<file path="src/rtl/mem_arbiter.sv">
// Round-robin arbiter between fetch and load/store for one memory port.
// One transaction in flight, response routed back to its owner, stalled replies aborted.
module mem_arbiter #(
  parameter int ADDR_W  = 32,
  parameter int DATA_W  = 32,
  parameter int TIMEOUT = 255
) (
  input  logic              clk,
  input  logic              rst,
  input  logic              if_req_i,
  input  logic [ADDR_W-1:0] if_addr_i,
  output logic              if_gnt_o,
  output logic              if_rvalid_o,
  output logic              if_err_o,
  output logic [DATA_W-1:0] if_rdata_o,
  input  logic              d_req_i,
  input  logic              d_we_i,
  input  logic [3:0]        d_be_i,
  input  logic [ADDR_W-1:0] d_addr_i,
  input  logic [DATA_W-1:0] d_wdata_i,
  output logic              d_gnt_o,
  output logic              d_rvalid_o,
  output logic              d_err_o,
  output logic [DATA_W-1:0] d_rdata_o,
  output logic              mem_req_o,
  output logic              mem_we_o,
  output logic [3:0]        mem_be_o,
  output logic [ADDR_W-1:0] mem_addr_o,
  output logic [DATA_W-1:0] mem_wdata_o,
  input  logic              mem_gnt_i,
  input  logic              mem_rvalid_i,
  input  logic              mem_err_i,
  input  logic [DATA_W-1:0] mem_rdata_i,
  output logic              mem_abort_o,
  output logic              busy_o
);

  localparam int CW = (TIMEOUT > 0) ? $clog2(TIMEOUT + 1) : 1;
  localparam logic [CW-1:0] CMAX = CW'((TIMEOUT > 0) ? TIMEOUT - 1 : 0);
  localparam logic [CW-1:0] CSAT = {CW{1'b1}};

  localparam logic [1:0] S_IDLE  = 2'd0;
  localparam logic [1:0] S_ISSUE = 2'd1;
  localparam logic [1:0] S_WAIT  = 2'd2;

  logic [1:0]    state;
  logic [1:0]    state_nxt;
  logic [CW-1:0] cnt;
  logic          last_d;
  logic          own_d;
  logic          idle;
  logic          pick_d;
  logic          pick_f;
  logic          hit;
  logic          tmo;
  logic          done;

  // Grant selection: the side that did not win last time takes a tie
  always_comb begin
    idle     = (state == S_IDLE);
    pick_d   = d_req_i & (~if_req_i | ~last_d);
    pick_f   = if_req_i & ~pick_d;
    if_gnt_o = idle & pick_f;
    d_gnt_o  = idle & pick_d;
  end

  // Completion detection: normal reply or watchdog expiry in WAIT
  always_comb begin
    hit = ((state == S_ISSUE) & mem_gnt_i & mem_rvalid_i)
        | ((state == S_WAIT) & mem_rvalid_i);
    tmo = (TIMEOUT != 0) & (state == S_WAIT)
        & (cnt == CMAX) & ~mem_rvalid_i;
    done        = hit | tmo;
    mem_abort_o = tmo;
    mem_req_o   = (state == S_ISSUE);
    busy_o      = (state != S_IDLE);
  end

  // Next-state logic
  always_comb begin
    state_nxt = state;
    case (state)
      S_IDLE: begin
        if (pick_d | pick_f) state_nxt = S_ISSUE;
      end
      S_ISSUE: begin
        if (mem_gnt_i) state_nxt = mem_rvalid_i ? S_IDLE : S_WAIT;
      end
      S_WAIT: begin
        if (done) state_nxt = S_IDLE;
      end
      default: state_nxt = S_IDLE;
    endcase
  end

  // State register and saturating wait counter
  always_ff @(posedge clk or negedge rst) begin
    if (!rst) begin
      state <= S_IDLE;
      cnt   <= '0;
    end else begin
      state <= state_nxt;
      if (state == S_ISSUE) begin
        cnt <= '0;
      end else if (state == S_WAIT && cnt != CSAT) begin
        cnt <= cnt + CW'(1);
      end
    end
  end

  // Payload latch and ownership on every grant
  always_ff @(posedge clk or negedge rst) begin
    if (!rst) begin
      mem_we_o    <= 1'b0;
      mem_be_o    <= 4'h0;
      mem_addr_o  <= '0;
      mem_wdata_o <= '0;
      own_d       <= 1'b0;
      last_d      <= 1'b0;
    end else if (d_gnt_o) begin
      mem_we_o    <= d_we_i;
      mem_be_o    <= d_be_i;
      mem_addr_o  <= d_addr_i;
      mem_wdata_o <= d_wdata_i;
      own_d       <= 1'b1;
      last_d      <= 1'b1;
    end else if (if_gnt_o) begin
      mem_we_o    <= 1'b0;
      mem_be_o    <= 4'hF;
      mem_addr_o  <= if_addr_i;
      mem_wdata_o <= '0;
      own_d       <= 1'b0;
      last_d      <= 1'b0;
    end
  end

  // Registered response routed to the owner; data and error hold between replies
  always_ff @(posedge clk or negedge rst) begin
    if (!rst) begin
      if_rvalid_o <= 1'b0;
      if_err_o    <= 1'b0;
      if_rdata_o  <= '0;
      d_rvalid_o  <= 1'b0;
      d_err_o     <= 1'b0;
      d_rdata_o   <= '0;
    end else begin
      if_rvalid_o <= done & ~own_d;
      d_rvalid_o  <= done & own_d;
      if (done & ~own_d) begin
        if_err_o   <= tmo | mem_err_i;
        if_rdata_o <= tmo ? '0 : mem_rdata_i;
      end
      if (done & own_d) begin
        d_err_o   <= tmo | mem_err_i;
        d_rdata_o <= tmo ? '0 : mem_rdata_i;
      end
    end
  end

endmodule

</file>
<file path="config.mk">
export PLATFORM = sky130hd
export DESIGN_NAME = mem_arbiter
export DESIGN_NICKNAME = d
export VERILOG_FILES = /design/src/rtl/mem_arbiter.sv
export SDC_FILE = /design/constraint.sdc
export NUM_CORES = 1
export LEC_CHECK = 0
export BUFFER_PORTS_ARGS = -buffer_cell sky130_fd_sc_hd__buf_2
export CAP_MARGIN = 20
export CORE_MARGIN = 2
export CORE_UTILIZATION = 40
export CTS_CLUSTER_DIAMETER = 80
export DETAILED_ROUTE_END_ITERATION = 10
export PLACE_DENSITY = 0.7
export SYNTH_ARGS = -nofsm -noshare
export SYNTH_HDL_FRONTEND = slang
export SYNTH_SLANG_ARGS = --single-unit
</file>
<file path="constraint.sdc">
create_clock -name clk -period 2.3 [get_ports clk]
set_clock_uncertainty 0.15 [all_clocks]
set_input_delay 0.69 -clock clk [delete_from_list [all_inputs] [get_ports clk]]
set_output_delay 0.69 -clock clk [all_outputs]
set_load 0.05 [all_outputs]
</file>
==> out/metrics.yaml <==
die_height_um: 126.8
clock_latency_ns: 0.42
ys_ff_latch: 148
synth_area_um2: 6027
pwr-share-seq_pct: 29.1
ios: 282
vias: 5518
synth-main-ff-cell: "dfrtp_1"
setup_violations: 2
crit_type: "reg -> out"
synth-seq-area-share_pct: 61.45
final_area_um2: 8438
critPathTopFamily: "flip-flops"
ant_nets: 0
hold_viol_final: 0
crit_required_ns: 1.46
drive_gt1_share_pct: 42.12
die_w_um: 126.8
p_comb_share_pct: 51.4
fin_nets: 986
endpoint_kind: "output port"
grt_pass1_vias: 5476
place_area_um2: 7721
antenna_found_initial: 0
root_buffer: "clkbuf_16"
synth_cell_type_count: 43
first_pass_iters: 6
grt-ovfl-total: 0
clockBufferDepth: 2
setup_ws_ns: -0.06234
viasPerCell: 5.301
die_area_um2: 16070
area_delta_synth_final_pct: 40.00
htree_levels: 4
start_kind: "flop"
tightest_slew_ns: 0.6038
max_freq_mhz: 423.3
grt_max_degree: 86
slew_violations: 0
holdWs_ns: 0.02606
critPathArrivalTime_ns: 1.52
cp_slowest_cell: "dfrtp_1"
netlist_top_cells_count: "148 x dfrtp_1, 110 x nand2_1, 64 x a22o_1"
p_int_mw: 7.388
p_sw_share_pct: 49.93
crit_chain: "inv_2 > ha_1 > nand3_2 > nor4_4 > buf_6"
fillers: 1291
netlist.area_leader.share_pct: 61.45
io_buffer_count: 281
core-area_um2: 14640
yosys_warnings: 0
switchingPower_mw: 7.368
cp_max_fo: 3
async_reset_ff_share_pct: 100.0
worst_hold_path_type: "in -> async"
cts_made_buffers: 17
rsz0062_at_grt: "true"
synth_top_area_cell: "dfrtp_1"
slew_headroom_pct: 59.75
crit_start: "cnt[0]$_DFFE_PN0P_"
dpl.hpwl_mm: 11.79
cap_viol_max_count: 0
synthTopCellsByArea: "dfrtp_1 61%, a22o_1 9.3%, nand2_1 6.9%"
synth_fp_nets: 701
row_count: 44
path_buf_inv: 2
fin_crit_sh_pct: 102.7
avgSynthCellArea_um2: 10.78
violations: "setup timing"
drtIter0Drc: 338
cts_tree: "yes"
dp_cells: 1004
max_stage_delay_ns: 0.39
finalWeightedCongestion: 0.7871
synthMostInstantiatedCell: "dfrtp_1"
drcViolationCount: 0
wl_mm: 17.30
pwr-share-clk_pct: 19.5
p_per_area_nw_per_um2: 1749
r2r-start: "state[1]$_DFFE_PN0P_"
synth-edff-count: 0
cts_num_sinks: 148
post_drt_wl_per_cell_um: 16.62
stdcell_count: 1041
p_leak_nw: 4.441
start_util_pct: 41.16
diodes: 0
grt_pass1_wl_mm: 27.81
status: "finished, violations left"
irDropWorstVdd_uv: 932.2
synthCells: 559
min_period_ns: 2.362
clkTransAtPathRegs_ns: 0.07
grt.total_usage_pct: 21.70
-- placed cells by master (no fill, tap or decap), drive strengths merged, types with 2 or more instances in the layout --
cell type	netlist	layout
inv	14	16
dfrtp	148	148
a22oi	2	2
nor3	5	5
a22o	64	64
o21ai	11	11
a21boi	2	2
a21oi	9	9
nand2	110	110
a31oi	16	16
clkinv	0	8
ha	2	2
nor4	2	2
nand4	3	3
buf	36	308
bufinv	0	3
o32ai	18	18
o211ai	2	2
nor2	57	57
clkbuf	6	18
nand2b	2	2
nand3	38	38
-- worst paths after layout --
check	endpoint	slack, ns	depth (start not counted)
worst max-delay path	mem_abort_o	-0.06	5
worst min-delay path	d_err_o$_DFFE_PN0P_	0.03	1
worst max register to register	d_rdata_o[25]$_DFFE_PN0P_	0.22	7
worst min register to register	mem_wdata_o[14]$_DFFE_PN0P_	0.34	2
max in group asynchronous	mem_addr_o[10]$_DFFE_PN0P_	1.29	2
min in group clk	mem_wdata_o[8]$_DFFE_PN0P_	0.31	3
-- metrics by stage --
step / TNS (ns) / worst slack, ns / utilization (%) / total power, mW
after detailed placement: -0.09590 / -0.09590 / 52.73 / 11.81
final: -0.09406 / -0.06234 / 57.62 / 14.76
after floorplan: 0 / 0.0009672 / - / 9.858
after global routing: -0.2696 / -0.1636 / 57.62 / 15.45
after CTS: -0.1318 / -0.08269 / 57.32 / 14.79
after global placement: -0.09157 / -0.09157 / 52.73 / 11.71
-- layout make-up --
type	count	area (um2)	share of cell area (%)
clock buffers	18	439.2	5.205
clock inverters	14	175.2	2.076
inverters	14	58.81	0.6969
multi-input cells	355	2081	24.66
flip-flops and latches	148	3707	43.94
well taps	184	230.2	2.728
repair buffers	308	1747	20.70
-- layer usage --
metal | track usage, % | share of wire (%)
met3 | 5.483 | 6.4
met2 | 36.63 | 50
met1 | 26.63 | 41
met4 | 9.179 | 2.7
met5 | 0 | 0
-- sequential cells by signal, indices dropped and copies added (netlist names) --
signal,cells
d_err_o,1
if_rdata_o,32
state,2
if_err_o,1
own_d,1
mem_addr_o,32
cnt,8
mem_we_o,1
d_rvalid_o,1
mem_wdata_o,32
mem_be_o,4
if_rvalid_o,1
d_rdata_o,32
-- worst reg2reg max path, cell delays in order, from the launching register on --
cell and delay, ns:
dfrtp_2 0.49, buf_6 0.16, buf_4 0.13, nand3b_1 0.19, a21boi_1 0.30, o21ai_2 0.11, buf_12 0.18, a22o_1 0.28
-- cell families after synthesis --
group | synth area share (%)
buf+inv | 5.107
fa+ha+maj | 0.4151
compound gates | 16.94
simple gates | 15.92
flops | 61.45
mux | 0.1661
-- power groups by stage --
stage	Sequential, mW	Clock [mW]	Combinational [mW]
after floorplan	7.90	0	1.95
after global placement	4.28	0	7.43
after detailed placement	4.29	0	7.51
after CTS	4.29	2.92	7.58
after global routing	4.41	3.04	8.00
final	4.29	2.88	7.59
-- timing repair --
action | CTS | global route
setup buffers | 1 | 5
endpoints found under the setup margin | 5 | 5
gates resized for setup | 18 | 4
pin swaps | 1 | 1
hold buffers | 0 | 0
Note: power is estimated with default switching activity, not from simulation.
